--- config.mk ---
export PLATFORM = sky130hd
export DESIGN_NAME = card_dealer
export DESIGN_NICKNAME = d
export VERILOG_FILES = /design/src/rtl/card_pkg.sv /design/src/rtl/lfsr16.sv /design/src/rtl/card_dealer.sv
export SDC_FILE = /design/constraint.sdc
export NUM_CORES = 1
export LEC_CHECK = 0
export BUFFER_PORTS_ARGS = -buffer_cell sky130_fd_sc_hd__buf_2
export CAP_MARGIN = 20
export CORE_MARGIN = 2
export CORE_UTILIZATION = 57
export DETAILED_ROUTE_END_ITERATION = 12
export PLACE_DENSITY_LB_ADDON = 0.05
export SLEW_MARGIN = 10
export SYNTH_ARGS = -nofsm -noshare
export SYNTH_HDL_FRONTEND = slang
export SYNTH_SLANG_ARGS = --single-unit
--- constraint.sdc ---
create_clock -name clk -period 10 [get_ports clk]
set_clock_uncertainty 0.2 [all_clocks]
set_input_delay 0.5 -clock clk [delete_from_list [all_inputs] [get_ports clk]]
set_output_delay 0.5 -clock clk [all_outputs]
set_load 0.02 [all_outputs]
--- src/rtl/card_pkg.sv ---
// Shared constants, FSM state type and per-card scoring helper for the card dealer.
package card_pkg;
   localparam logic [5:0] CARD_EMPTY = 6'h3F;
   localparam int         DECK_SIZE  = 52;
   localparam int         NUM_SLOTS  = 9;

   typedef enum logic [2:0] {IDLE, DRAW, PROBE, ASSIGN, SCORE} dealer_state_t;

   // Aces count 1 here; the soft +10 is decided on the whole hand, not per card
   function automatic logic [3:0] card_value(input logic [5:0] code);
      logic [3:0] rank;
      rank = 4'(code >> 2);
      if (rank == 4'd0)
         return 4'd1;
      else if (rank <= 4'd9)
         return rank + 4'd1;
      else
         return 4'd10;
   endfunction
endpackage

--- src/rtl/lfsr16.sv ---
// Free-running 16-bit Fibonacci LFSR (taps 16,14,13,11) that loads SEED on reset.
module lfsr16 #(
   parameter logic [15:0] SEED = 16'hACE1
) (
   input  logic        clk,
   input  logic        rst,
   output logic [15:0] o_state
);
   logic [15:0] r_state;
   logic        w_feedback;

   // Right-shifting form: tap 16 sits at bit 0, taps 14/13/11 at bits 2/3/5
   assign w_feedback = r_state[0] ^ r_state[2] ^ r_state[3] ^ r_state[5];

   always_ff @(posedge clk) begin
      if (rst)
         r_state <= SEED;
      else
         r_state <= {w_feedback, r_state[15:1]};
   end

   assign o_state = r_state;
endmodule

--- src/rtl/card_dealer.sv ---
// Deals cards without replacement into the hand slots and keeps the blackjack score.
// Optional CARD_DEALER_SEQ_DECK_EN: draw from a sequential pointer instead of the LFSR.
module card_dealer #(
   parameter int          NUM_SLOTS = 9,
   parameter logic [15:0] LFSR_SEED = 16'hACE1
) (
   input  logic       clk,
   input  logic       rst,
   input  logic       deal_req,
   input  logic       new_round,
   output logic [5:0] card_code [0:NUM_SLOTS-1],
   output logic [3:0] card_count,
   output logic [6:0] hand_value,
   output logic       busted,
   output logic       blackjack,
   output logic       ready,
   output logic       deal_ack
);
   import card_pkg::*;

   localparam logic [3:0] SLOT_LIMIT = 4'(NUM_SLOTS);
   localparam logic [5:0] DECK_CODES = 6'(DECK_SIZE);
   localparam logic [5:0] LAST_CARD  = 6'(DECK_SIZE - 1);

   dealer_state_t        r_state;
   dealer_state_t        w_nextState;
   logic [DECK_SIZE-1:0] r_used;
   logic [5:0]           r_cand;
   logic [5:0]           r_codes [0:NUM_SLOTS-1];
   logic [3:0]           r_count;
   logic [6:0]           r_hard;
   logic                 r_hasAce;
   logic [6:0]           r_handValue;
   logic                 r_busted;
   logic                 r_blackjack;
   logic                 r_ready;
   logic                 r_ack;

   logic [15:0]          w_lfsr;
   logic                 w_unusedLfsr;
   logic [5:0]           w_rawCand;
   logic [5:0]           w_drawCand;
   logic [5:0]           w_probeNext;
   logic                 w_candUsed;
   logic [6:0]           w_newHard;
   logic                 w_newAce;
   logic [6:0]           w_newScore;
   logic [3:0]           w_nextCount;
   logic                 w_nextReady;

   lfsr16 #(.SEED(LFSR_SEED)) u_lfsr (
      .clk     (clk),
      .rst     (rst),
      .o_state (w_lfsr)
   );

`ifdef CARD_DEALER_SEQ_DECK_EN
   logic [5:0] r_seqPtr;

   // Only reset clears the pointer so successive rounds keep walking the deck
   always_ff @(posedge clk) begin
      if (rst)
         r_seqPtr <= 6'd0;
      else if (r_state == ASSIGN && !new_round)
         r_seqPtr <= (r_seqPtr == LAST_CARD) ? 6'd0 : r_seqPtr + 6'd1;
   end

   assign w_rawCand    = r_seqPtr;
   assign w_unusedLfsr = ^w_lfsr;
`else
   assign w_rawCand    = w_lfsr[5:0];
   assign w_unusedLfsr = ^w_lfsr[15:6];
`endif

   always_ff @(posedge clk) begin
      if (rst)
         r_state <= IDLE;
      else
         r_state <= w_nextState;
   end

   // new_round aborts any deal in flight and drops a same-cycle deal_req
   always_comb begin
      w_nextState = r_state;
      case (r_state)
         IDLE:    if (deal_req && r_ready) w_nextState = DRAW;
         DRAW:    w_nextState = PROBE;
         PROBE:   if (!w_candUsed) w_nextState = ASSIGN;
         ASSIGN:  w_nextState = SCORE;
         SCORE:   w_nextState = IDLE;
         default: w_nextState = IDLE;
      endcase
      if (new_round)
         w_nextState = IDLE;
   end

   // Score is computed from the landing card so codes, count and score publish on one edge
   always_comb begin
      w_drawCand  = (w_rawCand >= DECK_CODES) ? w_rawCand - DECK_CODES : w_rawCand;
      w_candUsed  = r_used[r_cand];
      w_probeNext = (r_cand == LAST_CARD) ? 6'd0 : r_cand + 6'd1;
      w_newHard   = r_hard + 7'(card_value(r_cand));
      w_newAce    = r_hasAce | (r_cand[5:2] == 4'd0);
      w_newScore  = (w_newAce && w_newHard <= 7'd11) ? w_newHard + 7'd10 : w_newHard;
      w_nextCount = new_round ? 4'd0 : ((r_state == ASSIGN) ? r_count + 4'd1 : r_count);
      w_nextReady = (w_nextState == IDLE) && (w_nextCount < SLOT_LIMIT);
   end

   always_ff @(posedge clk) begin
      if (rst || new_round) begin
         r_used      <= '0;
         r_cand      <= 6'd0;
         r_count     <= 4'd0;
         r_hard      <= 7'd0;
         r_hasAce    <= 1'b0;
         r_handValue <= 7'd0;
         r_busted    <= 1'b0;
         r_blackjack <= 1'b0;
         r_ack       <= 1'b0;
         r_ready     <= 1'b1;
         for (int i = 0; i < NUM_SLOTS; i++)
            r_codes[i] <= CARD_EMPTY;
      end else begin
         r_ack   <= 1'b0;
         r_ready <= w_nextReady;
         case (r_state)
            DRAW:  r_cand <= w_drawCand;
            PROBE: if (w_candUsed) r_cand <= w_probeNext;
            ASSIGN: begin
               r_codes[r_count] <= r_cand;
               r_used[r_cand]   <= 1'b1;
               r_count          <= r_count + 4'd1;
               r_hard           <= w_newHard;
               r_hasAce         <= w_newAce;
               r_handValue      <= w_newScore;
               r_busted         <= (w_newScore > 7'd21);
               r_blackjack      <= (r_count == 4'd1) && (w_newScore == 7'd21);
               r_ack            <= 1'b1;
            end
            default: ;
         endcase
      end
   end

   assign card_code  = r_codes;
   assign card_count = r_count;
   assign hand_value = r_handValue;
   assign busted     = r_busted;
   assign blackjack  = r_blackjack;
   assign ready      = r_ready;
   assign deal_ack   = r_ack;
endmodule

==> metrics.txt <==
status finished clean; CP cell instances clkinv_1, ha_1, nand2b_1, nand2_1, nand2_1, o31ai_1, ha_1, fa_1, xnor2_1, inv_1, ha_1, nand4_1, o41ai_1, o21ba_2, o2111ai_1, o211ai_1; Setup TNS 0 ns; gr ovfl total 0; mean post-synth cell area 8.90 sq um; CP Depth 16; kind of critical path reg -> reg; DP Wirelength 10.6 mm; n_diodes 0; global-route wire length before repair 26.0 mm; Setup Buffers After CTS 0; fill cell count 983; critical path's slowest cell ha_1; Initial Utilization 58.7%; DRT iter0 DRCs 441; DRC viols 0; Worst-path clk slew 0.06 ns; routed wire length 16.1 mm; gr usage total 25.6%; critical path buffer and inverter count 2; sequential area share after synthesis 45.5%; final setup violation count 0; max-cap check violation count 0; Vias/cell 5.81; critical path launch point r_cand[2]$_SDFFE_PP0P_; Post-synth EDFFs 0; port bufs 72; Initial DRT Pass Iterations 5; Worst setup EP type flop; Slew HR 34.1%; CTS tree built; Setup crit end busted$_SDFFE_PP0P_; VDD IR max 0.149 mV; Area Overhead vs Synth 12.8%; Synth top area share 45.5%; Syn. warnings 0; fin crit share 46.1%; unrepaired setup endpoints after global routing no; worst reg2reg path depth 16; Crit Reg-Reg Endpoint busted$_SDFFE_PP0P_; Post-Syn Area 6730 sq um; crit-path most repeated cell ha_1; Vert. Die Dim 113 microns; Sink Count 153; crit path time final 4.61 ns; Yosys top cell by area dfxtp_1; Final #Nets 819; proportion of layout cells with a drive suffix above 1 19.2%; Distinct cells, synth 81; hold buffers post-CTS 0; total die area 12700 sq um; largest net degree at the start of global routing 82; Routed Antenna Nets 0; fin. max-slew vios 0; Hold/Removal Path Class reg -> reg; post-CTS sizing 0; routed vias 5540; Die Wd 113 microns; Worst Path Arrival 4.70 ns; Slew @ Worst Pin 0.986 ns; Post-Syn Nets 777; Achievable Freq 217 MHz; vias in the first global route 5179; most common cell in the netlist dfxtp_1; worst-path fanout max 19; Worst setup SP type flop; Post-synth top cells dfxtp_1 (153), nor2_1 (100), nand2_1 (97), a21oi_1 (67), o211ai_1 (36); drt wl/cell 16.8 microns; CTS Buf Count 17; Skew-Pair Late Insertion Delay 0.42 ns; Util after Layout 66.2%; I/O Pins 73; H-tree depth 4; Root Driver clkbuf_16; initial antenna violation count 0; main flop type after synthesis dfxtp_1; Syn Inst Count 756; worst r2r src r_cand[2]$_SDFFE_PP0P_; Synth async-reset ratio 0%; maximum clock path buffer count 2; pwr dens 165 nW/um^2; cell row count 39; Reg2Reg Setup Slack 5.39 ns; Synth Register Bits 153; ranking of synthesized cells by area dfxtp_1 (46%), nor2_1 (5.6%), nand2_1 (5.4%); core area 11500 sq um; cell family with the largest share of critical-path delay adder cells; final hold viol count 0; slowest stage delay, CP 0.52 ns; Placer Congestion 0.924; Worst EP required 10.10 ns; Leakage Power 0.00304 uW
## through the flow
| stage | hold WS, ns | setup WS [ns] | power, uW | instance area, sq um | cells |
|---|---|---|---|---|---|
| 5_1_grt | 0.226 | 5.05 | 1290 | 7590 | 954 |
| 3_3_place_gp | 0.193 | 5.71 | 672 | 7030 | 922 |
| 6_report | 0.205 | 5.39 | 1260 | 7590 | 954 |
| 2_1_floorplan | 0.189 | 6.05 | 664 | 6730 | 756 |
| 4_1_cts | 0.204 | 5.45 | 1260 | 7590 | 954 |
| 3_5_place_dp | 0.195 | 5.49 | 673 | 7030 | 922 |
## worst min-delay path by stage
stage                                        from                       endpoint  cells past startpoint
finish               u_lfsr.o_state[8]$_SDFF_PP0_   u_lfsr.o_state[7]$_SDFF_PP1_                      1
global route        u_lfsr.o_state[12]$_SDFF_PP0_  u_lfsr.o_state[11]$_SDFF_PP1_                      1
CTS                                           rst   u_lfsr.o_state[4]$_SDFF_PP0_                      2
detailed placement   u_lfsr.o_state[8]$_SDFF_PP0_   u_lfsr.o_state[7]$_SDFF_PP1_                      1
global placement     u_lfsr.o_state[6]$_SDFF_PP1_   u_lfsr.o_state[5]$_SDFF_PP1_                      1
floorplan           u_lfsr.o_state[11]$_SDFF_PP1_  u_lfsr.o_state[10]$_SDFF_PP1_                      1
## final cells by class
type / instances / area (sq um) / area share [%]
flip-flops and latches: 153 / 3060 / 40.4
inverters: 12 / 45.0 / 0.594
clock inverters: 11 / 88.8 / 1.17
multi-input cells: 535 / 3330 / 43.9
clock buffers: 21 / 470 / 6.20
well taps: 143 / 179 / 2.36
repair buffers: 79 / 413 / 5.44
## sequential cells by signal, indices dropped and copies added, names as in the netlist, 3 cells and up
name and flops:
hand_value 6, card_code 54, r_state 3, r_used 52, r_hard 7, r_cand 6
card_count 4, u_lfsr.o_state 16
## per-layer routing
| layer | wire length [microns] | up-vias | global-route usage [%] |
|---|---|---|---|
| met4 | 291 | 0 | 9.76 |
| li1 | - | 2740 | - |
| met2 | 7740 | 161 | 41.6 |
| met5 | 0 | - | 0 |
| met1 | 7250 | 2614 | 33.7 |
| met3 | 790 | 25 | 5.18 |
## kinds of logic after synthesis
kind of cell | share of synthesized area (%)
flops | 45.5
compound gates | 17.6
mux | 6.15
buf+inv | 5.11
xor+xnor | 2.08
simple gates | 20.3
fa+ha+maj | 3.27
## power by group
group	internal (uW)	switching [uW]
clock network	339	256
logic	12.9	29.0
registers	615	3.49
## worst reg2reg max path, delay by kind of cell, from the launching register on
kind	cells	cell delay (ns)
adder cells (fa/ha/maj)	4	1.58
buffers and inverters	2	0.64
AO/OA/AOI/OAI	5	0.83
flip-flops	1	0.33
AND/OR/NAND/NOR	4	0.44
XOR/XNOR	1	0.47
## placed cells by master (no fill, tap or decap), types with 3 or more instances in the layout
cell type	Yosys	final
clkbuf_16	0	17
xor2_1	8	8
buf_2	7	72
nand2_1	97	97
a21oi_1	67	67
mux2i_1	32	32
inv_6	0	3
nor2b_1	9	9
a211oi_2	3	3
and2_1	4	4
ha_1	16	16
nor3_2	3	3
or2_2	9	9
nor2_1	100	99
nand3b_1	3	3
a31oi_1	12	12
nand3_1	19	19
o211ai_1	36	36
dfxtp_1	153	153
o21ai_0	11	11
nand4_1	4	4
xnor2_1	8	8
and3_1	7	7
clkinvlp_4	0	6
a211oi_1	4	4
nor3_1	15	15
nand2b_1	3	3
clkbuf_8	0	3
and3b_1	3	3
buf_4	4	7
inv_1	9	9
mux2_2	5	5
Note: power is estimated with default switching activity, not from simulation.
